===== config.mk =====
export PLATFORM = sky130hd
export DESIGN_NAME = ramp_decoder_flat
export DESIGN_NICKNAME = d
export VERILOG_FILES = /design/src/rtl/ramp_decoder_if.sv /design/src/rtl/ramp_decoder.sv /design/src/flat_wrapper.sv
export SDC_FILE = /design/constraint.sdc
export NUM_CORES = 1
export LEC_CHECK = 0
export BUFFER_PORTS_ARGS = -buffer_cell sky130_fd_sc_hd__buf_2
export CAP_MARGIN = 20
export CORE_MARGIN = 2
export CORE_UTILIZATION = 50
export DETAILED_ROUTE_END_ITERATION = 7
export PLACE_DENSITY = 0.71
export RECOVER_POWER = 50
export SLEW_MARGIN = 20
export SYNTH_ARGS = -nofsm -noshare
export SYNTH_HDL_FRONTEND = slang
export SYNTH_SLANG_ARGS = --single-unit

===== constraint.sdc =====
create_clock -name clk -period 8.1 [get_ports clk]
set_clock_uncertainty 0.05 [all_clocks]
set_input_delay 1.62 -clock clk [delete_from_list [all_inputs] [get_ports clk]]
set_output_delay 1.62 -clock clk [all_outputs]
set_load 0.02 [all_outputs]

===== src/rtl/ramp_decoder_if.sv =====
// Sample bus between the ramp generator side and ramp_decoder.
// Carries the optional stale flag when RAMP_DECODER_TIMEOUT_EN is set.
interface ramp_decoder_if #(
  parameter int W     = 16,
  parameter int RUN_W = 16,
  parameter int ERR_W = 8
);
  logic             sample_en;
  logic [W-1:0]     data;
  logic             valid;
  logic [W-1:0]     delta;
  logic             dir;
  logic [2:0]       tier;
  logic [RUN_W-1:0] run_len;
  logic             err;
  logic [ERR_W-1:0] err_cnt;
`ifdef RAMP_DECODER_TIMEOUT_EN
  logic             stale;
`endif

  modport master (
    output sample_en, data,
    input  valid, delta, dir, tier,
    input  run_len, err, err_cnt
`ifdef RAMP_DECODER_TIMEOUT_EN
    , input stale
`endif
  );

  modport slave (
    input  sample_en, data,
    output valid, delta, dir, tier,
    output run_len, err, err_cnt
`ifdef RAMP_DECODER_TIMEOUT_EN
    , output stale
`endif
  );
endinterface


===== src/rtl/ramp_decoder.sv =====
// Ramp test-stream decoder: recovers direction, step tier, run length, errors.
// Optional stale timeout enabled by RAMP_DECODER_TIMEOUT_EN.
module ramp_decoder #(
  parameter int W       = 16,
  parameter int STEP1   = 1,
  parameter int STEP2   = 7,
  parameter int STEP3   = 31,
  parameter int STEP4   = 65,
  parameter int RUN_W   = 16,
  parameter int ERR_W   = 8,
  parameter int TIMEOUT = 4194304
) (
  input logic           clk,
  input logic           reset,
  ramp_decoder_if.slave bus
);
  localparam logic [1:0] EMPTY = 2'd0;
  localparam logic [1:0] HOLD  = 2'd1;
  localparam logic [1:0] RAMP  = 2'd2;

  logic [1:0]       state_q, state_d;
  logic [W-1:0]     prev_q, prev_d;
  logic             valid_q, valid_d;
  logic [W-1:0]     delta_q, delta_d;
  logic             dir_q, dir_d;
  logic [2:0]       tier_q, tier_d;
  logic [RUN_W-1:0] run_q, run_d;
  logic             err_q, err_d;
  logic [ERR_W-1:0] ecnt_q, ecnt_d;

  logic [W-1:0] d, m;
  logic [2:0]   tc;
  logic         step, bad;

  always_comb begin
    d = bus.data - prev_q;
    m = d[W-1] ? (W'(0) - d) : d;
    if (d == '0)                tc = 3'd0;
    else if (m == W'(STEP1))    tc = 3'd1;
    else if (m == W'(STEP2))    tc = 3'd2;
    else if (m == W'(STEP3))    tc = 3'd3;
    else if (m == W'(STEP4))    tc = 3'd4;
    else if (bus.data == '0)    tc = 3'd6;
    else                        tc = 3'd7;
    step = (tc >= 3'd1) && (tc <= 3'd4);
  end

`ifdef RAMP_DECODER_TIMEOUT_EN
  localparam int CNT_W = $clog2(TIMEOUT + 1);
  logic [CNT_W-1:0] cnt_q, cnt_d;
  logic             stale_q, stale_d;
`endif

  always_comb begin
    state_d = state_q;
    prev_d  = prev_q;
    valid_d = 1'b0;
    delta_d = delta_q;
    dir_d   = dir_q;
    tier_d  = tier_q;
    run_d   = run_q;
    err_d   = err_q;
    ecnt_d  = ecnt_q;
    bad     = 1'b0;
`ifdef RAMP_DECODER_TIMEOUT_EN
    cnt_d   = cnt_q;
    stale_d = stale_q;
`endif
    if (bus.sample_en) begin
      prev_d = bus.data;
`ifdef RAMP_DECODER_TIMEOUT_EN
      cnt_d   = '0;
      stale_d = 1'b0;
`endif
      if (state_q == EMPTY) begin
        state_d = HOLD;
      end else begin
        valid_d = 1'b1;
        delta_d = d;
        tier_d  = tc;
        if (step) begin
          dir_d   = ~d[W-1];
          state_d = RAMP;
          // in a ramp, direction must hold and tier may only climb
          bad = (state_q == RAMP) &&
                ((dir_d != dir_q) || (tc < tier_q));
        end else begin
          state_d = HOLD;
          bad     = (tc == 3'd7);
        end
        if ({dir_d, tier_d} != {dir_q, tier_q})
          run_d = RUN_W'(1);
        else if (run_q != '1)
          run_d = run_q + RUN_W'(1);
        if (bad) begin
          err_d = 1'b1;
          if (ecnt_q != '1)
            ecnt_d = ecnt_q + ERR_W'(1);
        end
      end
    end
`ifdef RAMP_DECODER_TIMEOUT_EN
    else if (cnt_q == CNT_W'(TIMEOUT - 1)) begin
      cnt_d   = cnt_q + CNT_W'(1);
      stale_d = 1'b1;
      state_d = EMPTY;
      run_d   = '0;
    end else if (cnt_q != CNT_W'(TIMEOUT)) begin
      cnt_d = cnt_q + CNT_W'(1);
    end
`endif
  end

  always_ff @(posedge clk or negedge reset) begin
    if (!reset) begin
      state_q <= EMPTY;
      prev_q  <= '0;
      valid_q <= 1'b0;
      delta_q <= '0;
      dir_q   <= 1'b0;
      tier_q  <= '0;
      run_q   <= '0;
      err_q   <= 1'b0;
      ecnt_q  <= '0;
    end else begin
      state_q <= state_d;
      prev_q  <= prev_d;
      valid_q <= valid_d;
      delta_q <= delta_d;
      dir_q   <= dir_d;
      tier_q  <= tier_d;
      run_q   <= run_d;
      err_q   <= err_d;
      ecnt_q  <= ecnt_d;
    end
  end

`ifdef RAMP_DECODER_TIMEOUT_EN
  always_ff @(posedge clk or negedge reset) begin
    if (!reset) begin
      cnt_q   <= '0;
      stale_q <= 1'b0;
    end else begin
      cnt_q   <= cnt_d;
      stale_q <= stale_d;
    end
  end

  assign bus.stale = stale_q;
`endif

  assign bus.valid   = valid_q;
  assign bus.delta   = delta_q;
  assign bus.dir     = dir_q;
  assign bus.tier    = tier_q;
  assign bus.run_len = run_q;
  assign bus.err     = err_q;
  assign bus.err_cnt = ecnt_q;
endmodule

===== src/flat_wrapper.sv =====
// flat-port wrapper written by rule: the top's interface ports become plain ports
module ramp_decoder_flat 
#(
  parameter int W       = 16,
  parameter int STEP1   = 1,
  parameter int STEP2   = 7,
  parameter int STEP3   = 31,
  parameter int STEP4   = 65,
  parameter int RUN_W   = 16,
  parameter int ERR_W   = 8,
  parameter int TIMEOUT = 4194304
)
  (clk, reset, bus_sample_en, bus_data, bus_valid, bus_delta, bus_dir, bus_tier, bus_run_len, bus_err, bus_err_cnt);
  ramp_decoder_if #(.W(W), .RUN_W(RUN_W), .ERR_W(ERR_W)) bus_i ();
  input logic clk;
  input logic reset;
  input wire logic [$bits(bus_i.sample_en)-1:0] bus_sample_en;
  input wire logic [$bits(bus_i.data)-1:0] bus_data;
  output wire logic [$bits(bus_i.valid)-1:0] bus_valid;
  output wire logic [$bits(bus_i.delta)-1:0] bus_delta;
  output wire logic [$bits(bus_i.dir)-1:0] bus_dir;
  output wire logic [$bits(bus_i.tier)-1:0] bus_tier;
  output wire logic [$bits(bus_i.run_len)-1:0] bus_run_len;
  output wire logic [$bits(bus_i.err)-1:0] bus_err;
  output wire logic [$bits(bus_i.err_cnt)-1:0] bus_err_cnt;
  assign bus_i.sample_en = bus_sample_en;
  assign bus_i.data = bus_data;
  assign bus_valid = bus_i.valid;
  assign bus_delta = bus_i.delta;
  assign bus_dir = bus_i.dir;
  assign bus_tier = bus_i.tier;
  assign bus_run_len = bus_i.run_len;
  assign bus_err = bus_i.err;
  assign bus_err_cnt = bus_i.err_cnt;
  ramp_decoder #(.W(W), .STEP1(STEP1), .STEP2(STEP2), .STEP3(STEP3), .STEP4(STEP4), .RUN_W(RUN_W), .ERR_W(ERR_W), .TIMEOUT(TIMEOUT)) u_core (.clk(clk), .reset(reset), .bus(bus_i));
endmodule

==> impl_metrics.py <==
metrics = {
    "drt": {
        "num_vias": 4049,
        "drt_pass1_iterations": 4,
        "ant_nets": 0,
        "routed_wl_um": 10540,
        "wl_per_cell_um": 15.11,
        "viasPerCell": 5.801,
        "drc_errors": 0,
        "drtIter0Drc": 203,
    },
    "worst_setup_path": {
        "crit_required_ps": 8290,
        "critPathLaunchType": "input port",
        "critPathArrivalTime_ps": 7410,
        "path_max_fanout": 9,
        "critPathCaptureType": "flop",
        "path_class": "in -> reg",
        "r2r_cells": 20,
    },
    "yosys": {
        "synth_top_area_frac": 0.3518,
        "avgSynthCellArea_sq_um": 8.703,
        "synth_most_common_cell": "nand2_1",
        "syn-num-nets": 564,
        "synth.area.top_cells": "dfrtp_1, ha_1, nand2_1",
        "ys_seq_area_frac": 0.3518,
        "yosys_warnings": 0,
        "netlist_instances": 523,
        "ys_types": 75,
        "async_reset_ff_frac": 1.000,
        "ys_top_cells_by_count": "nand2_1, dfrtp_1, o21ai_0",
        "synth_top_area_cell": "dfrtp_1",
        "synth_area_sq_mm": 0.004552,
        "synthFlopType": "dfrtp_1",
        "ys_ff_latch": 64,
        "synth_edf_count": 0,
    },
    "placement": {
        "gp_congestion": 0.8838,
        "dp_hpwl_um": 8084,
        "io_buffers": 64,
    },
    "layout": {
        "finish.net_count": 626,
        "fin_util": 0.5909,
        "multi_input_area_sq_mm": 0.002759,
        "final_layout_size_suffix_gt1_frac": 0.1864,
        "antennaDiodeCount": 0,
        "fill_cells": 813,
        "synthToLayoutAreaGrowth_pct": 13.77,
        "seq_area_sq_mm": 0.001602,
    },
    "clock_network": {
        "clock-sinks": 64,
        "cts_tree": "done",
        "postCtsSetupBuffers": 0,
        "root_buffer": "clkbuf_8",
        "cts.clk_slew.worst_paths_ps": 70,
        "cts_inserted_buffers": 9,
        "h-tree-depth": 3,
        "cts_hold_buf": 0,
        "cts_resized": 0,
        "clk_latency_ps": 360,
        "ctsLongestPathBuffers": 2,
    },
    "global_route": {
        "antenna_found_initial": 0,
        "grt_pass1_vias": 3783,
        "grt_pass1_wl_um": 17910,
        "overflow": 0,
        "track_usage": 0.2213,
        "grt_max_degree": 65,
    },
    "sta": {
        "post-route-period-util": 0.8922,
        "rsz0062_at_grt": "false",
        "period_minus_slack_ps": 7227,
        "max_freq_mhz": 138.4,
        "whs_ps": 426.3,
        "max_slew.worst_pin.slew_ps": 3390,
        "finalHoldViolations": 0,
        "slew_violations": 110,
        "setup_viol": 0,
        "fin_tns_setup_ps": 0,
        "timing.slew.headroom": -1.260,
    },
    "die": {
        "rows": 34,
        "ios": 65,
        "design.die.area_sq_mm": 0.009883,
        "start_util": 0.5194,
        "die_x_um": 99.42,
        "core-area_sq_mm": 0.008763,
        "chipHeight_um": 99.42,
    },
    "pwr": {
        "totalPowerFinal_mw": 1.179,
        "p_per_area_mw_per_mm2": 227.7,
        "p_leak_nw": 2.332,
        "ir_drop_mv": 0.09132,
    },
    "worst_hold_path": {
        "hold_depth": 2,
        "hold_path.class": "reg -> reg",
    },
    "status": {
        "status": "complete, but fails checks",
        "violations": "max-capacitance violations, max-slew violations",
    },
    "flow_run": {
        "maxCapViolCount": 2,
    },
}
layout by cell type (no fill, tap or decap), types with 5 or more instances in the layout:
master    count
a21o_1        5
o21a_1        6
buf_4         5
a211o_1       6
dfrtp_1      64
or2_2         9
inv_1        26
nand4_1       6
nand2_1      65
a31oi_1       8
a21oi_1      20
buf_2        57
nor3_1       12
xnor2_1      24
clkbuf_8     10
xor2_1       14
and2_1        6
o21ai_0      46
nor4_1        8
a211oi_1      7
o211ai_1      6
clkbuf_1      9
ha_1         21
and3_1        7
nor2_1       42
nand3_1      14
nand2b_1      5
or4_1         7
kinds of logic (layout without fill, tap and decap cells):
| family | Yosys count | count (layout) | synth area share |
|---|---|---|---|
| fa+ha+maj | 22 | 22 | 0.06212 |
| compound gates | 143 | 143 | 0.2161 |
| flops | 64 | 64 | 0.3518 |
| simple gates | 202 | 202 | 0.2292 |
| buf+inv | 46 | 113 | 0.04288 |
| xor+xnor | 40 | 40 | 0.08274 |
| mux | 6 | 6 | 0.01512 |
critical path, stage by stage:
cell and delay, ps:
buf_2 100, inv_1 40, ha_1 210, fa_1 440, xor2_2 360, and3_1 390, or4b_4 510, o32ai_2 190
or3b_1 360, a221o_1 330, nor4_4 240, buf_4 190, nand2_1 70, a2111oi_0 480, nor2_1 100, ha_1 330
o21ai_0 90, nand2b_1 90, a211o_1 290, and4_2 290, or3_4 390, mux2_4 300
worst paths after layout:
check	startpoint	endpoint	slack, ps
min	u_core.bus.delta[10]$_DFFE_PN0P_	u_core.bus.delta[10]$_DFFE_PN0P_	430
max reg2reg	u_core.prev_q[0]$_DFFE_PN0P_	u_core.bus.err_cnt[1]$_DFFE_PN0P_	1910
max	bus_data[0]	u_core.bus.err_cnt[1]$_DFFE_PN0P_	870
max in group asynchronous	reset	u_core.state_q[1]$_DFFE_PN0P_	3630
min reg2reg	u_core.bus.delta[10]$_DFFE_PN0P_	u_core.bus.delta[10]$_DFFE_PN0P_	430
min in group asynchronous	reset	u_core.bus.delta[9]$_DFFE_PN0P_	2450
sequential cells by signal, indices dropped and copies added (netlist names):
| name | count |
|---|---|
| u_core.state_q | 2 |
| u_core.bus.tier | 3 |
| u_core.bus.run_len | 16 |
| u_core.bus.err | 1 |
| u_core.prev_q | 16 |
| u_core.bus.err_cnt | 8 |
| u_core.bus.delta | 16 |
| u_core.bus.dir | 1 |
| u_core.bus.valid | 1 |
power breakdown:
| group | leakage (nW) | internal, mW | switching (mW) | total [mW] |
|---|---|---|---|---|
| clock | 0.117 | 0.183 | 0.136 | 0.319 |
| sequential | 0.796 | 0.365 | 0.0370 | 0.402 |
| combinational | 1.42 | 0.172 | 0.286 | 0.458 |
| total | 2.33 | 0.721 | 0.459 | 1.18 |
final cells by class:
class	count	share of cell area
clock buffer	10	0.02658
clock inverter	6	0.01764
inverter	26	0.01885
multi-input combinational	413	0.5327
sequential	64	0.3093
tap	108	0.02609
timing repair buffer	71	0.06886
through the flow:
stage / setup WS, ps / instance area, sq um / instances
finish: 872.9 / 5179 / 698
global route: 518.5 / 5179 / 698
CTS: 921.1 / 5195 / 698
detailed placement: 583.9 / 4966 / 682
global placement: 752.2 / 4966 / 682
floorplan: 1000 / 4552 / 523
layer usage:
| metal | track usage | wire length, um | up-vias |
|---|---|---|---|
| met3 | 0.02741 | 497 | 15 |
| met5 | 0 | 0 | - |
| met2 | 0.3384 | 4690 | 99 |
| met4 | 0.06428 | 132 | 0 |
| met1 | 0.3306 | 5223 | 1915 |
| li1 | - | - | 2020 |
Power figures use the tool's default switching activity.
